$ cat src/rtl/mux_scan_sequencer.sv
// mux_scan_sequencer
// Drives the select lines of a 4:1 mux tree through channels 0..3. Each
// channel is held for SETTLE_CYCLES cycles and then sampled for one cycle.
// The four samples are reassembled into a registered 4-bit word.
//
// Ports:
//   clk         system clock, rising edge
//   rst_n       asynchronous active-low reset
//   start       level; starts a scan when idle, ignored while busy
//   continuous  checked in DONE; 1 = start the next scan immediately
//   mux_y       Y output of the mux tree
//   sel_1       low select  (= ch[0])
//   sel_2       high select (= ch[1])
//   data        last complete scan; data[i] = mux_y sampled on channel i
//   data_valid  one-cycle pulse when data updates
//   changed     one-cycle pulse with data_valid when data differs from before
//   busy        high in every state except IDLE
module mux_scan_sequencer #(
    parameter int SETTLE_CYCLES = 2,
    parameter int CNT_W         = 4
) (
    input  logic       clk,
    input  logic       rst_n,
    input  logic       start,
    input  logic       continuous,
    input  logic       mux_y,
    output logic       sel_1,
    output logic       sel_2,
    output logic [3:0] data,
    output logic       data_valid,
    output logic       changed,
    output logic       busy
);

    generate
        if (SETTLE_CYCLES < 1 || SETTLE_CYCLES > 15 || (2 ** CNT_W) <= SETTLE_CYCLES) begin : g_bad_param
            $error("mux_scan_sequencer: SETTLE_CYCLES must be 1..15 and fit in CNT_W bits");
        end
    endgenerate

    localparam logic [CNT_W-1:0] CNT_LAST = CNT_W'(SETTLE_CYCLES - 1);

    typedef enum logic [1:0] {
        S_IDLE   = 2'd0,
        S_SETTLE = 2'd1,
        S_SAMPLE = 2'd2,
        S_DONE   = 2'd3
    } state_t;

    state_t           state_q;
    logic [1:0]       ch_q;
    logic [CNT_W-1:0] cnt_q;
    logic [2:0]       shadow_q;   // channels 0..2; channel 3 goes straight into data
    logic [3:0]       data_q;
    logic             data_valid_q;
    logic             changed_q;

    // Complete word as it stands during the final SAMPLE cycle.
    logic [3:0] word_d;
    assign word_d = {mux_y, shadow_q};

    always_ff @(posedge clk or negedge rst_n) begin
        if (!rst_n) begin
            state_q      <= S_IDLE;
            ch_q         <= 2'd0;
            cnt_q        <= '0;
            shadow_q     <= 3'd0;
            data_q       <= 4'd0;
            data_valid_q <= 1'b0;
            changed_q    <= 1'b0;
        end else begin
            data_valid_q <= 1'b0;
            changed_q    <= 1'b0;
            case (state_q)
                S_IDLE: begin
                    ch_q <= 2'd0;
                    if (start) begin
                        cnt_q   <= '0;
                        state_q <= S_SETTLE;
                    end
                end
                S_SETTLE: begin
                    cnt_q <= cnt_q + CNT_W'(1);
                    if (cnt_q == CNT_LAST) begin
                        state_q <= S_SAMPLE;
                    end
                end
                S_SAMPLE: begin
                    if (ch_q == 2'd3) begin
                        // Publish here so the pulse lines up with the DONE cycle.
                        data_q       <= word_d;
                        data_valid_q <= 1'b1;
                        changed_q    <= (word_d != data_q);
                        state_q      <= S_DONE;
                    end else begin
                        case (ch_q)
                            2'd0:    shadow_q[0] <= mux_y;
                            2'd1:    shadow_q[1] <= mux_y;
                            default: shadow_q[2] <= mux_y;
                        endcase
                        ch_q    <= ch_q + 2'd1;
                        cnt_q   <= '0;
                        state_q <= S_SETTLE;
                    end
                end
                S_DONE: begin
                    ch_q <= 2'd0;
                    if (continuous) begin
                        cnt_q   <= '0;
                        state_q <= S_SETTLE;
                    end else begin
                        state_q <= S_IDLE;
                    end
                end
                default: state_q <= S_IDLE;
            endcase
        end
    end

    assign sel_1      = ch_q[0];
    assign sel_2      = ch_q[1];
    assign data       = data_q;
    assign data_valid = data_valid_q;
    assign changed    = changed_q;
    assign busy       = (state_q != S_IDLE);

endmodule

$ cat config.mk
export PLATFORM = sky130hd
export DESIGN_NAME = mux_scan_sequencer
export DESIGN_NICKNAME = d
export VERILOG_FILES = /design/src/rtl/mux_scan_sequencer.sv
export SDC_FILE = /design/constraint.sdc
export NUM_CORES = 1
export LEC_CHECK = 0
export CORE_AREA = 2 2 47 49
export DETAILED_ROUTE_END_ITERATION = 12
export DIE_AREA = 0 0 49 51
export PLACE_DENSITY = 0.83
export REMOVE_ABC_BUFFERS = 1
export SYNTH_ARGS = -nofsm -noshare
export SYNTH_HDL_FRONTEND = slang
export SYNTH_SLANG_ARGS = --single-unit
$ cat constraint.sdc
create_clock -name clk -period 2.12 [get_ports clk]
set_input_delay 0.424 -clock clk [delete_from_list [all_inputs] [get_ports clk]]
set_output_delay 0.424 -clock clk [all_outputs]
set_load 0.01 [all_outputs]
Yosys cells after proc, flatten, opt, wreduce, memory -nomap -nowiden
Index checks and enable logic that the tools add are counted.
{"block": "classes", "n_addsub": 2, "eq_ne": 11, "muxes": 15, "n_bitwise": 2, "n_reduce_logical": 13}
{"operator": "one-hot mux 4 bit (4 select lines)", "count": 1}
{"operator": "2-to-1 mux 4 bit", "count": 3}
{"operator": "AND reduction 3 bit", "count": 4}
{"operator": "2-to-1 mux 2 bit", "count": 4}
{"operator": "!= test 2 bit, second input constant", "count": 4}
{"operator": "one-hot mux 2 bit (4 select lines)", "count": 1}
{"operator": "== test 2 bit, second input constant", "count": 3}
{"operator": "AND reduction 2 bit", "count": 3}
{"operator": "2-to-1 mux 1 bit", "count": 5}
{"operator": "adder 4 x 1 -> 4 bit, second input constant", "count": 1}
{"operator": "== test 2 x 1 -> 1 bit, second input constant", "count": 2}
{"operator": "== test 4 x 1 -> 1 bit, second input constant", "count": 1}
{"operator": "zero test 2 bit", "count": 2}
{"operator": "!= test 4 bit", "count": 1}
{"operator": "one-hot mux 2 bit (2 select lines)", "count": 1}
{"operator": "nonzero test 2 bit", "count": 2}
{"operator": "OR reduction 2 bit", "count": 2}
{"operator": "adder 2 x 1 -> 2 bit, second input constant", "count": 1}
{"operator": "NOT 1 bit", "count": 2}
{"block": "totals", "regBits": 17, "out_inout_bits": 9}

Depth between registers and ports, before layout
{"block": "logic_depth", "word_depth": 4, "depth_mapped": 7, "mapped_depth_nobuf": 6}

Worst setup path after synthesis
Ideal clock, no wire load.
{"block": "synth_timing", "kind": "flip-flop to flip-flop", "from": "reg state_q[0]", "to": "reg cnt_q[2]", "setup_time_ps": 76, "arrival_ps": 1576, "slack_ps": 468, "path_stages_with_launch": 7, "synth_period_minus_slack_ps": 1652, "cell_sequence": "dfrtp_1 -> inv_1 -> ha_1 -> nand2_4 -> inv_2 -> or4b_4 -> o21ai_1"}
{"block": "synth_between", "elab_chain_len": 3}
{"item": "start: declaration", "line_no": "50", "source": "state_t state_q;"}
{"item": "start signal: assignment", "line_no": "64", "source": "state_q <= S_IDLE;"}
{"item": "start signal: assignment", "line_no": "79", "source": "state_q <= S_SETTLE;"}
{"item": "start signal: assignment", "line_no": "85", "source": "state_q <= S_SAMPLE;"}
{"item": "== test 2 bit / zero test 2 bit (equally long branches)", "line_no": "74", "source": "case (state_q)"}
{"item": "!= test 2 bit (no source line)"}
{"item": "AND reduction 3 bit (no source line)"}
{"item": "end signal: assignment", "line_no": "83", "source": "cnt_q <= cnt_q + CNT_W'(1);"}
{"item": "end: declaration", "line_no": "52", "source": "logic [CNT_W-1:0] cnt_q;"}
Several ways; a longest one is shown, not always the timed one.
A chain may end at the register's enable or synchronous reset.

Worst setup path after layout
{"block": "layout_timing", "from": "reg state_q[0]", "to": "out busy"}
{"block": "layout_between", "elab_chain_len": 1}
{"item": "nonzero test 2 bit", "line_no": "125", "source": "assign busy = (state_q != S_IDLE);"}
{"item": "end: declaration", "line_no": "32", "source": "output logic busy"}
No other way between the ends.

==> impl_results.md <==
* Leak pwr at roughly 0.57 nW
* Setup-failing EPs final at 0
* Final WL at 1890 µm
* CTS tree: done
* Max-cap violation count at 0
* Result of the run: finished, final reports clean
* Power dissipated by switching net loads at around 0.62 mW
* Via density per instance at between 5 and 6
* Fraction of final layout cells sized beyond drive strength 1 at 12.4%
* Gate Count Post-Synth at just over 90
* Placer congestion estimate at about 0.8
* Maximum frequency from static timing analysis at approximately 490 MHz
* Final number of hold-violating endpoints at 0
* Area of the core at roughly 2100 µm²
* Clock power share at a little over a tenth
* CP max stage cell: sky130_fd_sc_hd__clkdlybuf4s50_1
* Slew at the pin closest to its max-slew limit at 457 ps
* Maximum number of pins on one net before global-route repair at 14
* Area of the die at roughly 2500 µm²
* Critical path fanouts, max at 6
* Hold Path Class: input pin to asynchronous set/reset pin
* Worst slew margin at between 60 and 70%
* Bufs on Longest Clock Path at 2
* Initial antenna violation count at 0
* Clock latency reported for the late side of the worst-skew pair at between 200 and 300 ps
* Area occupied by multi-input gates at a little over 500 µm²
* Sequential-to-total area share from yosys stat at between 40% and 50%
* Total gr overflow at 0
* Internal power at between 0.9 and 1 mW
* Power density cells at about 1300 nW/µm²
* Clock tree sinks at 17
* Setup Skew at ~1.8 ps
* Register-to-Register Setup Slack at 320 ps
* Routed wire per std cell at 13.4 µm
* Die H at 51 µm
* R2r endpoint: cnt_q[0]$_DFFE_PN0P_
* Flop pwr share at 36.9%
* Vias in the first global route at approximately 700
* Std cell rows at 17
* Final Max Slew Viols at 0
* Critical Path Source Type: register
* Final period util at 96.9%
* Die outline width at just under 50 µm
* Final min period at 2060 ps
* Wire length of the first global-routing pass at about 3000 µm
* Buffers on Ports at 13
* FF-to-FF Start: state_q[0]$_DFFE_PN0P_
* Synthesized area per cell at roughly 10 µm²
* Top-level port count at 14
* Total clock buffers created by CTS at 3
* Sequence of cells on the critical path: inv_1, ha_1, inv_1, clkdlybuf4s50_1
* Slowest Stage Delay on Critical Path at roughly 520 ps
* Register cell area after layout at 427 µm²
* Crit end category: output pin
* CTS H-tree lvls at 1
* Share of total power in combinational logic at 52.2%
* Maximum VDD drop at 0.830 mV
* Path depth of the worst reg2reg path at 6
* Buffer type at the clock tree root: sky130_fd_sc_hd__clkbuf_4
* Initial core utilization at 46.7%
* Finished layout cell area at ~1200 µm²
* Count of distinct cell types in the synthesized netlist at 30
* Classification of the worst setup path: register to output pin
* Net total in the final layout at 131
* Layout overhead on the synthesized area at 22.6%
* Gr usage total at 16.3%
* Via total after detailed routing at 731
* Worst hold margin at between 400 and 500 ps
* Number of DRC violations after detailed routing at 0
* Inserted Diodes at 0
* Number of search-and-repair iterations in the first detailed-routing pass at 4
* Number of warnings printed during yosys synthesis at 0
* Number of synthesized register bits at 17
* Area of the mapped netlist at 963 µm²
* Switching share of power at roughly two fifths
* Clock-pin transition on the worst setup and hold timing paths at ~90 ps
* Residual antenna-violating net count after detailed routing at 0
* Required arrival time at the worst endpoint at 1700 ps
* Number of fill cells at between 150 and 200
* Worst path most repeated cell: sky130_fd_sc_hd__inv_1
* Data arrival, critical path at 1630 ps
* First-iteration detailed-routing DRC count at 14
* Cell area reported after detailed placement at between 1000 and 1500 µm²
* DP Wirelength at between 1000 and 1500 µm
## power groups by stage
stage / combinational, mW / clock (mW) / sequential, mW
floorplan: 0.494 / 0 / 0.580
global route: 0.906 / 0.192 / 0.597
detailed placement: 0.760 / 0 / 0.587
finish: 0.823 / 0.170 / 0.582
CTS: 0.771 / 0.176 / 0.585
global placement: 0.730 / 0 / 0.575
## worst max-delay path, delay by kind of cell (launching register included)
family,cells,cell delay (ps)
buffers and inverters,3,680
DFF,1,430
adders and majority gates,1,240
## sequential cells by signal (all words and copies together) (netlist names)
| register | cells |
|---|---|
| data_valid | 1 |
| cnt_q | 4 |
| ch_q | 2 |
| data | 4 |
| changed | 1 |
| state_q | 2 |
| shadow_q | 3 |
## synthesized netlist by cell type
library cell	number	area, µm²
sky130_fd_sc_hd__o41ai_1	1	8.76
sky130_fd_sc_hd__nand2_4	1	11.3
sky130_fd_sc_hd__nor3_1	1	5.00
sky130_fd_sc_hd__o31ai_1	1	7.51
sky130_fd_sc_hd__a21o_1	1	7.51
sky130_fd_sc_hd__nand2_1	18	67.6
sky130_fd_sc_hd__nor2_1	1	3.75
sky130_fd_sc_hd__or3b_1	1	8.76
sky130_fd_sc_hd__nand3_1	1	5.00
sky130_fd_sc_hd__mux2_2	3	33.8
sky130_fd_sc_hd__o22ai_1	2	12.5
sky130_fd_sc_hd__mux2i_1	2	20.0
sky130_fd_sc_hd__nand2b_1	3	18.8
sky130_fd_sc_hd__o22a_1	1	8.76
sky130_fd_sc_hd__buf_2	1	5.00
sky130_fd_sc_hd__o21ai_0	3	15.0
sky130_fd_sc_hd__a2111oi_0	1	8.76
sky130_fd_sc_hd__ha_1	12	150
sky130_fd_sc_hd__and2b_1	1	7.51
sky130_fd_sc_hd__nand3b_1	1	7.51
sky130_fd_sc_hd__a211oi_1	2	15.0
sky130_fd_sc_hd__xnor2_1	4	35.0
sky130_fd_sc_hd__o21ai_1	1	5.00
sky130_fd_sc_hd__a41oi_1	1	8.76
sky130_fd_sc_hd__nor2b_1	2	12.5
sky130_fd_sc_hd__a21oi_1	1	5.00
sky130_fd_sc_hd__dfrtp_1	17	425
sky130_fd_sc_hd__inv_2	1	3.75
sky130_fd_sc_hd__inv_1	7	26.3
sky130_fd_sc_hd__or4b_4	1	13.8
## what timing repair did
item | CTS | global route
hold buffers | 0 | 0
resized for setup | 1 | 0
endpoints found under the hold margin | 0 | 0
endpoints found under the setup margin | 1 | 1
buffers inserted | 0 | 3
## cell families (layout without fill, tap and decap cells)
family / after synthesis / count (layout) / share of synthesized area [%]
AO/OA/AOI/OAI: 15 / 15 / 10.6
XOR/XNOR: 4 / 4 / 3.64
adder cells (fa/ha/maj): 12 / 12 / 15.6
buffers and inverters: 9 / 29 / 3.64
flip-flops: 17 / 17 / 44.2
multiplexers: 5 / 5 / 5.58
AND/OR/NAND/NOR: 31 / 31 / 16.8
## worst max-delay path by stage
stage,from,to,depth (start not counted)
4_1_cts,state_q[1]$_DFFE_PN0P_,busy,4
5_1_grt,state_q[1]$_DFFE_PN0P_,busy,4
6_report,state_q[0]$_DFFE_PN0P_,busy,4
3_3_place_gp,continuous,cnt_q[2]$_DFFE_PN0P_,4
3_5_place_dp,continuous,cnt_q[2]$_DFFE_PN0P_,4
2_1_floorplan,state_q[0]$_DFFE_PN0P_,cnt_q[2]$_DFFE_PN0P_,6
## cell type report
cell class / instances / share of cell area, %
Sequential cell: 17 / 36.1
Tap cell: 28 / 2.97
Inverter: 8 / 2.54
Clock buffer: 4 / 2.22
Multi-Input combinational cell: 67 / 42.6
Timing Repair Buffer: 17 / 13.6
## per-stage QoR
step,power (mW),std cells,setup TNS (ps),utilization [%],worst slack (ps)
after floorplan,1.07,92,0,-,421
after global placement,1.31,134,0,54.8,279
after detailed placement,1.35,134,0,54.8,239
after CTS,1.53,138,0,56.2,32.1
after global routing,1.69,141,-4.75,57.2,-4.75
final,1.58,141,0,57.2,64.8
## layout by cell type, fill, tap and decap left out, types with 2 or more instances in the layout
cell,n
sky130_fd_sc_hd__nand2_1,18
sky130_fd_sc_hd__dfrtp_1,16
sky130_fd_sc_hd__clkdlybuf4s50_1,13
sky130_fd_sc_hd__ha_1,12
sky130_fd_sc_hd__inv_1,7
sky130_fd_sc_hd__xnor2_1,4
sky130_fd_sc_hd__buf_4,4
sky130_fd_sc_hd__nand2b_1,3
sky130_fd_sc_hd__mux2_2,3
sky130_fd_sc_hd__o21ai_0,3
sky130_fd_sc_hd__clkbuf_4,3
sky130_fd_sc_hd__nor2b_1,2
sky130_fd_sc_hd__o22ai_1,2
sky130_fd_sc_hd__mux2i_1,2
sky130_fd_sc_hd__a211oi_1,2
## layer usage
layer / share of wire (%) / GRT usage [%] / vias up
met2: 53 / 28.8 / 23
met3: 3.7 / 3.51 / 8
li1: - / - / 358
met1: 41 / 18.1 / 342
met4: 2.0 / 9.52 / 0
met5: 0 / 0 / -
Power figures use the tool's default switching activity.
==> RTL edit, RTL diff (same flow settings) <==
Make the reset (`rst_n`) synchronous in one clocked block. Comments in the files are not updated.
--- a/src/rtl/mux_scan_sequencer.sv
+++ b/src/rtl/mux_scan_sequencer.sv
@@ -60,5 +60,5 @@
     assign word_d = {mux_y, shadow_q};
 
-    always_ff @(posedge clk or negedge rst_n) begin
+    always_ff @(posedge clk) begin
         if (!rst_n) begin
             state_q      <= S_IDLE;
Behaviour: differs if rst_n is asserted again (counterexample within 4 cycles, from zero or initial values and one cycle with rst_n low); with rst_n held inactive, the same outputs for 10 cycles.
==> RTL edit against the unedited design <==
  * Wire length shrank 10%
  * Synthesized cell count is 15% higher
  * Synthesized area decreased by 3.0%
  * Critical path type unchanged
  * Sequential share of layout area fell by 5.0 points
  * Sequential cell count unchanged
  * Register-to-register slack better by 0.07 ns
  * First-iteration DRC count grew 43%
  * Highest routed layer unchanged
  * Final cell count increased by 5.7%
  * Clock skew rose by 0.0048 ns
  * Worst setup slack improved by 0.054 ns
  * Design area is 6.7% lower
  * Critical path depth unchanged
Power is not compared: it rests on default switching activity, and its combinational part moved more than twofold at a synthesized area within 25%.
==> RTL edit: results <==
[critical_path]
r2r-start = state_q[0]
worstReg2RegEnd = cnt_q[3]
r2r_cells = 6
reg2reg_slack_ns = 0.39
critPathMaxFanout = 6

[pwr]
power.switching_uw = 367
p_per_area_nw_per_um2 = 897
p_leak_nw = 0.427
vdd_drop_max_mv = 0.666

[global_routing]
grt_max_degree = 17
grt_pass1_vias = 685
grt_util_all_layers = 0.147
grt_pass1_wl_um = 2840
antenna_found_initial = 0

[synthesis]
synth.top_cells.by_count = dfxtp_1 (17), nand2_1 (17), a21oi_1 (12), ha_1 (12), inv_1 (8)
synth_cell_type_count = 29
ys_seq_area_frac = 0.364
syn_inst = 107
async_flop_share = 0
yosys.area.top_type = dfxtp_1
synth_area_leaders = dfxtp_1 (36%), ha_1 (16%), nand2_1 (6.8%)

[sta]
tightest_slew_ns = 0.487
finalClockSkew_ns = 0.00658
hold_violations = 0

[hold_path]
whs_endpoint = shadow_q[0]
hp-class = register to register
min_path_cells = 2

[status]
status = completed

[cells_and_area]
diodes = 0
drive_gt1_frac = 0.0744
fillers = 205
nNetsFinal = 139
final_cell_count_no_fill = 149

[clocking]
clk_latency_ns = 0.28
post_cts_buffers = 0
cts_buffers = 3
h-tree-depth = 1
ctsResizeCount = 0
root_buffer = clkbuf_4

[detailed_routing]
first_pass_iters = 4
wire_per_inst_um = 11.4
drtIter0Drc = 20
post_drt_via_cell_ratio = 5.19

[placed_design]
placed_area_sq_um = 1070
gp_congestion = 0.819
io_buffers = 13
dpl.hpwl_um = 1270
[RTL edit: cell types whose count changed after synthesis, moves of 3 or more]
cell,change
dfrtp_1,-17
dfxtp_1,+17
a21oi_1,+11
nand3_1,+5
xnor2_1,-4
xor2_1,+4
a21boi_1,+3
mux2_2,-3
[RTL edit: logic make-up (layout without fill, tap and decap cells)]
logic type,Yosys count,in the layout,share of synthesized area
DFF,17,17,0.364
muxes,1,1,0.0107
xor gates and xnor gates,4,4,0.0375
buffers and inverters,11,25,0.0602
adders and majority gates,12,12,0.161
and+or+nand+nor,39,39,0.214
AOI/OAI and AO/OA,23,23,0.153
[RTL edit: worst max-delay path by stage]
| stage | start | end | cells past startpoint |
|---|---|---|---|
| floorplan | state_q[0] | cnt_q[3] | 6 |
| detailed placement | rst_n | cnt_q[2] | 4 |
| global placement | rst_n | cnt_q[2] | 4 |
| CTS | state_q[0] | busy | 4 |
| global route | state_q[0] | busy | 4 |
| finish | state_q[0] | busy | 4 |
[RTL edit: through the flow]
| step | hold WS, ns | power [mW] | worst slack (ns) |
|---|---|---|---|
| 4_1_cts | 0.493 | 0.987 | 0.0301 |
| 6_report | 0.490 | 0.989 | 0.119 |
| 2_1_floorplan | 0.457 | 0.690 | 0.493 |
| 3_3_place_gp | 0.473 | 0.797 | 0.391 |
| 5_1_grt | 0.509 | 1.07 | 0.00874 |
| 3_5_place_dp | 0.478 | 0.817 | 0.287 |
[RTL edit: area by class of cell]
type,count,area (sq um),share of cell area
multi-input combinational,79,538,0.488
tap,28,35.0,0.0318
clock buffer,4,26.3,0.0238
sequential,17,343,0.311
timing repair buffer,13,130,0.118
inverter,8,30.0,0.0272
[RTL edit: worst max-delay path: stages, from the launching register on]
cell and delay (ns):
dfxtp_2 0.38, inv_1 0.10, ha_1 0.23, inv_1 0.06, clkdlybuf4s50_1 0.52
[RTL edit: power by group through the flow]
stage	sequential (mW)	combinational [mW]	clock (mW)
after CTS	0.410	0.403	0.174
final	0.414	0.405	0.170
after global routing	0.422	0.457	0.187
after detailed placement	0.417	0.400	0
after floorplan	0.411	0.279	0
after global placement	0.412	0.385	0
[RTL edit: layer usage]
layer	GRT usage	wire length [um]
met1	0.184	814
met2	0.240	801
met3	0.0292	68
met4	0.0762	17
met5	0	0
